$ cat src/rtl/instr_encoder_loader.sv
// instr_encoder_loader: packs RV32I instruction fields into 32-bit words,
// checks the immediate, and streams legal words into imem from address 0.
// Handshake: a bundle transfers on a rising edge where i_in_valid and
// o_in_ready are both high; the source holds the bundle stable until then.
module instr_encoder_loader #(
    parameter int ADDR_W = 8
) (
    input  logic              i_clk,
    input  logic              i_rst,
    input  logic              i_clear,
    input  logic              i_in_valid,
    output logic              o_in_ready,
    input  logic [2:0]        i_instr_type,
    input  logic [6:0]        i_opcode,
    input  logic [2:0]        i_funct3,
    input  logic [6:0]        i_funct7,
    input  logic [4:0]        i_rd,
    input  logic [4:0]        i_rs1,
    input  logic [4:0]        i_rs2,
    input  logic [31:0]       i_imm,
    output logic              o_mem_we,
    output logic [ADDR_W-1:0] o_mem_addr,
    output logic [31:0]       o_mem_wdata,
    output logic              o_full,
    output logic [ADDR_W:0]   o_word_count,
    output logic              o_err_valid,
    output logic [1:0]        o_err_code,
    output logic              o_err_sticky,
    output logic [1:0]        o_state
);

    typedef enum logic [1:0] {
        S_IDLE = 2'd0,
        S_ENC  = 2'd1,
        S_WR   = 2'd2,
        S_FULL = 2'd3
    } state_t;

    localparam logic [2:0]    T_R = 3'd0, T_I = 3'd1, T_S = 3'd2;
    localparam logic [2:0]    T_B = 3'd3, T_U = 3'd4, T_J = 3'd5;
    localparam logic [ADDR_W:0] DEPTH = {1'b1, {ADDR_W{1'b0}}};
    localparam logic [ADDR_W:0] ONE   = {{ADDR_W{1'b0}}, 1'b1};

    state_t            r_state, w_state_n;
    logic [2:0]        r_type;
    logic [6:0]        r_opcode, r_funct7;
    logic [2:0]        r_funct3;
    logic [4:0]        r_rd, r_rs1, r_rs2;
    logic [31:0]       r_imm;

    logic              r_in_ready, r_mem_we, r_full, r_err_valid, r_err_sticky;
    logic [ADDR_W-1:0] r_mem_addr;
    logic [31:0]       r_mem_wdata;
    logic [ADDR_W:0]   r_word_count;
    logic [1:0]        r_err_code;

    logic              w_accept;
    logic [31:0]       w_word;
    logic [1:0]        w_chk_code;
    logic signed [31:0] w_imm_s;

    logic              w_in_ready_n, w_mem_we_n, w_full_n, w_err_valid_n, w_err_sticky_n;
    logic [ADDR_W-1:0] w_mem_addr_n;
    logic [31:0]       w_mem_wdata_n;
    logic [ADDR_W:0]   w_word_count_n;
    logic [1:0]        w_err_code_n;

    // clear blocks acceptance even though the ready flag is still high
    assign w_accept = (r_state == S_IDLE) && r_in_ready && i_in_valid && !i_clear;
    assign w_imm_s  = r_imm;

    // Capture the field bundle on the handshake edge
    always_ff @(posedge i_clk) begin
        if (w_accept) begin
            r_type   <= i_instr_type;
            r_opcode <= i_opcode;
            r_funct3 <= i_funct3;
            r_funct7 <= i_funct7;
            r_rd     <= i_rd;
            r_rs1    <= i_rs1;
            r_rs2    <= i_rs2;
            r_imm    <= i_imm;
        end
    end

    // Pack the captured fields into the instruction word for each format
    always_comb begin
        w_word = {25'd0, r_opcode};
        case (r_type)
            T_R: w_word = {r_funct7, r_rs2, r_rs1, r_funct3, r_rd, r_opcode};
            T_I: w_word = {r_imm[11:0], r_rs1, r_funct3, r_rd, r_opcode};
            T_S: w_word = {r_imm[11:5], r_rs2, r_rs1, r_funct3, r_imm[4:0], r_opcode};
            T_B: w_word = {r_imm[12], r_imm[10:5], r_rs2, r_rs1, r_funct3,
                           r_imm[4:1], r_imm[11], r_opcode};
            T_U: w_word = {r_imm[31:12], r_rd, r_opcode};
            T_J: w_word = {r_imm[20], r_imm[10:1], r_imm[11], r_imm[19:12], r_rd, r_opcode};
            default: w_word = {25'd0, r_opcode};
        endcase
    end

    // Legality checks: type/opcode first, then alignment, then range
    always_comb begin
        w_chk_code = 2'd0;
        if (r_type > T_J || r_opcode[1:0] != 2'b11) begin
            w_chk_code = 2'd1;
        end else if ((r_type == T_B || r_type == T_J) && r_imm[0]) begin
            w_chk_code = 2'd2;
        end else begin
            case (r_type)
                T_I, T_S: if (w_imm_s < -32'sd2048 || w_imm_s > 32'sd2047) w_chk_code = 2'd3;
                T_B:      if (w_imm_s < -32'sd4096 || w_imm_s > 32'sd4094) w_chk_code = 2'd3;
                T_J:      if (w_imm_s < -32'sd1048576 || w_imm_s > 32'sd1048574) w_chk_code = 2'd3;
                T_U:      if (r_imm[11:0] != 12'd0) w_chk_code = 2'd3;
                default:  w_chk_code = 2'd0;
            endcase
        end
    end

    // Next state and next registered output values
    always_comb begin
        w_state_n      = r_state;
        w_mem_we_n     = 1'b0;
        w_err_valid_n  = 1'b0;
        w_mem_addr_n   = r_mem_addr;
        w_mem_wdata_n  = r_mem_wdata;
        w_word_count_n = r_word_count;
        w_full_n       = r_full;
        w_err_code_n   = r_err_code;
        w_err_sticky_n = r_err_sticky;
        case (r_state)
            S_IDLE: begin
                if (w_accept) w_state_n = S_ENC;
            end
            S_ENC: begin
                if (w_chk_code != 2'd0) begin
                    w_state_n      = S_IDLE;
                    w_err_valid_n  = 1'b1;
                    w_err_code_n   = w_chk_code;
                    w_err_sticky_n = 1'b1;
                end else begin
                    w_state_n     = S_WR;
                    w_mem_we_n    = 1'b1;
                    w_mem_addr_n  = r_word_count[ADDR_W-1:0];
                    w_mem_wdata_n = w_word;
                end
            end
            S_WR: begin
                w_word_count_n = r_word_count + ONE;
                if (w_word_count_n == DEPTH) begin
                    w_state_n = S_FULL;
                    w_full_n  = 1'b1;
                end else begin
                    w_state_n = S_IDLE;
                end
            end
            S_FULL: w_state_n = S_FULL;
            default: w_state_n = S_IDLE;
        endcase
        w_in_ready_n = (w_state_n == S_IDLE) && !w_full_n;
    end

    // State register; rst and clear both restart from an empty memory
    always_ff @(posedge i_clk) begin
        if (i_rst || i_clear) r_state <= S_IDLE;
        else                  r_state <= w_state_n;
    end

    // Registered outputs
    always_ff @(posedge i_clk) begin
        if (i_rst || i_clear) begin
            r_in_ready   <= 1'b1;
            r_mem_we     <= 1'b0;
            r_mem_addr   <= '0;
            r_mem_wdata  <= '0;
            r_word_count <= '0;
            r_full       <= 1'b0;
            r_err_valid  <= 1'b0;
            r_err_code   <= 2'd0;
            r_err_sticky <= 1'b0;
        end else begin
            r_in_ready   <= w_in_ready_n;
            r_mem_we     <= w_mem_we_n;
            r_mem_addr   <= w_mem_addr_n;
            r_mem_wdata  <= w_mem_wdata_n;
            r_word_count <= w_word_count_n;
            r_full       <= w_full_n;
            r_err_valid  <= w_err_valid_n;
            r_err_code   <= w_err_code_n;
            r_err_sticky <= w_err_sticky_n;
        end
    end

    assign o_in_ready   = r_in_ready;
    assign o_mem_we     = r_mem_we;
    assign o_mem_addr   = r_mem_addr;
    assign o_mem_wdata  = r_mem_wdata;
    assign o_full       = r_full;
    assign o_word_count = r_word_count;
    assign o_err_valid  = r_err_valid;
    assign o_err_code   = r_err_code;
    assign o_err_sticky = r_err_sticky;
    assign o_state      = r_state;

endmodule

$ cat config.mk
export PLATFORM = sky130hd
export DESIGN_NAME = instr_encoder_loader
export DESIGN_NICKNAME = d
export VERILOG_FILES = /design/src/rtl/instr_encoder_loader.sv
export SDC_FILE = /design/constraint.sdc
export NUM_CORES = 1
export LEC_CHECK = 0
export CAP_MARGIN = 15
export CORE_UTILIZATION = 49
export CTS_CLUSTER_DIAMETER = 150
export DETAILED_ROUTE_END_ITERATION = 10
export GPL_ROUTABILITY_DRIVEN = 0
export PLACE_DENSITY = 0.77
export SETUP_SLACK_MARGIN = 0.1
export SLEW_MARGIN = 20
export SYNTH_ARGS = -nofsm -noshare
export SYNTH_HDL_FRONTEND = slang
export SYNTH_SLANG_ARGS = --single-unit
$ cat constraint.sdc
create_clock -name i_clk -period 11.66 [get_ports i_clk]
set_input_delay 2.332 -clock i_clk [delete_from_list [all_inputs] [get_ports i_clk]]
set_output_delay 2.332 -clock i_clk [all_outputs]
set_load 0.03 [all_outputs]
==> impl_metrics.py <==
metrics = {
    "global_routing": {
        "grt_usage_pct": 23.4,
        "grt_max_degree": 69,
        "first_global_vias": 3880,
        "antenna_found_initial": 0,
        "grt_pass1_wl_um": 19500,
        "overflow": 0,
    },
    "routing": {
        "via_count": 4034,
        "firstDrtPassIters": 5,
        "viasPerCell": 5.74,
        "ant_nets": 0,
        "avgRoutedWirePerCell_um": 17.6,
        "drc": 0,
        "finalWirelength_um": 12400,
        "drtIter0Drc": 308,
    },
    "clock_tree": {
        "cts.clk_slew.worst_paths_ps": 50,
        "clock_latency_ps": 510,
        "clock-root-buffer": "clkbuf_8",
        "numCtsBuffers": 17,
        "htree_num_levels": 4,
        "cts_setup_buffers": 0,
        "clock_path_buffers": 2,
        "clock-sinks": 125,
        "cts_resized": 0,
        "cts_tree": "yes",
        "postCtsHoldBufs": 0,
    },
    "synthesis": {
        "synth_top_area_share_pct": 39.5,
        "synth_warnings": 0,
        "synth_edf_count": 67,
        "ys_ff_latch": 125,
        "synth_commonest_cells": "edfxtp_1 (67), dfxtp_1 (58), a21oi_1 (54)",
        "syn_inst": 436,
        "synth_nets": 508,
        "yosysMostFrequentCell": "edfxtp_1",
        "synth_ff_type": "edfxtp_1",
        "avgSynthCellArea_um2": 11.7,
        "netlist_area_um2": 5090,
        "yosysSeqAreaShare_pct": 62.4,
        "yosysTopAreaCell": "edfxtp_1",
        "synth_cell_type_count": 51,
        "synth_top_cells_by_area": "edfxtp_1 (40%), dfxtp_1 (23%), a21oi_1 (5.3%)",
        "ys_async_sr_fraction_pct": 0,
    },
    "timing": {
        "setup_ws_ps": 7620,
        "tightest_slew_ps": 1040,
        "final-setup-viol-count": 0,
        "clock.fmax_ghz": 0.248,
        "slew_violations": 0,
        "slew_headroom_pct": 30.7,
        "setup_tns_ps": 0,
        "holdWs_ps": 464,
        "finalCriticalPeriod_ps": 4040,
        "worst_clock_skew_ps": 6.18,
        "hold_viol_final": 0,
        "rsz0062_at_grt": "false",
        "min_period_over_period_pct": 34.6,
    },
    "placed_design": {
        "placed_area_um2": 6420,
        "pre_cts_ws_ps": 7240,
        "dp.cells": 671,
        "dp_hpwl_um": 8530,
        "numPortBuffers": 128,
    },
    "floorplanning": {
        "core_um2": 9910,
        "fp.dieH_um": 104,
        "io_pins": 129,
        "fp.dieW_um": 104,
        "dieArea_um2": 10800,
        "start_util_pct": 51.4,
        "rows": 36,
    },
    "power_and_ir_drop": {
        "p_leak_nw": 2.31,
        "power_density_nw_per_um2": 151,
        "ir_drop_uv": 112,
    },
    "setup_path": {
        "startpoint_type": "flip-flop",
        "path_cells": "clkdlybuf4s50_1",
        "cp_slowest_cell": "clkdlybuf4s50_1",
        "endpoint_kind": "output pin",
        "slowest_delay_ps": 730,
        "required_ps": 9330,
        "cp_top_family": "buffers and inverters",
        "crit_buf_inv": 1,
        "cp_max_fo": 8,
        "arrival_ps": 1700,
        "crit_type": "flip-flop to output pin",
    },
    "cells_and_area": {
        "design_area_um2": 7010,
        "num-nets-final": 629,
        "final_cell_count_no_fill": 703,
        "syn_to_final_growth_pct": 37.7,
        "drive_above_1_share_pct": 9.82,
        "antenna_cells": 0,
        "fillers": 728,
    },
    "min_path": {
        "hold_class": "flip-flop to flip-flop",
    },
    "job": {
        "max_cap_violations": 0,
    },
    "outcome": {
        "status": "completed",
    },
}
cells by family after synthesis:
kind of cell / count (synthesis) / share of synthesized area [%]
AO/OA/AOI/OAI: 135 / 17.4
adder cells (fa/ha/maj): 1 / 0.246
buffers and inverters: 30 / 3.00
XOR/XNOR: 9 / 1.55
AND/OR/NAND/NOR: 125 / 13.3
multiplexers: 11 / 2.21
flip-flops: 125 / 62.4
area by class of cell:
cell class | count | area [µm²] | share of cell area, %
inverter | 1 | 3.75 | 0.0536
sequential | 125 | 3170 | 45.3
clock inverter | 15 | 173 | 2.46
multi-input combinational | 281 | 1780 | 25.3
tap | 133 | 166 | 2.37
timing repair buffer | 131 | 1300 | 18.6
clock buffer | 17 | 414 | 5.91
final timing paths:
path	endpoint	cells past startpoint	start	slack, ps
setup / recovery	o_state[1]	1	o_state[1]	7620
setup reg to reg	o_mem_wdata[27]	6	r_type[1]	8110
hold reg to reg	o_mem_wdata[0]	1	o_mem_wdata[0]	460
hold / removal	o_mem_wdata[0]	1	o_mem_wdata[0]	460
flip-flops by register name, summed over array words and instances, names as in the netlist:
name          flops
o_in_ready        1
o_word_count      9
r_rs2             5
r_opcode          7
o_state           2
o_mem_wdata      32
o_mem_addr        8
r_funct7          7
r_funct3          3
r_rd              5
o_full            1
o_err_sticky      1
o_mem_we          1
o_err_valid       1
o_err_code        2
r_rs1             5
r_imm            32
r_type            3
report_power, final:
part | total [mW] | internal (mW) | switching (mW)
Clock | 0.513 | 0.324 | 0.188
Sequential | 0.486 | 0.478 | 0.00843
Combinational | 0.0583 | 0.0308 | 0.0274
metrics by stage:
stage | utilization [%] | power (mW)
after floorplan | - | 0.520
after global placement | 64.8 | 0.551
after detailed placement | 64.8 | 0.553
after CTS | 70.7 | 1.06
after global routing | 70.7 | 1.09
final | 70.7 | 1.06
per-layer routing:
layer / GRT usage [%] / share of wire (%) / vias up
met5: 0 / 0 / -
met4: 10.4 / 2.3 / 0
met3: 5.70 / 6.6 / 28
met2: 38.0 / 49 / 201
met1: 29.9 / 42 / 1892
li1: - / - / 1913
placed cells by master (no fill, tap or decap), types with 4 or more instances in the layout:
cell type	Yosys	final
a211oi_1	11	11
a211oi_2	8	8
a21oi_1	54	54
a22oi_1	13	13
clkbuf_16	0	16
clkdlybuf4s50_1	0	128
clkinv_2	0	5
dfxtp_1	58	58
edfxtp_1	67	67
mux2i_1	9	9
nand2_1	17	17
nand3_1	17	17
nand4_1	8	8
nor2_1	25	25
nor2b_1	17	16
nor3_1	16	16
nor4_1	5	4
o211ai_1	5	5
o21ai_0	24	24
or4_1	7	7
xor2_1	7	7
Note: power is estimated with default switching activity, not from simulation.
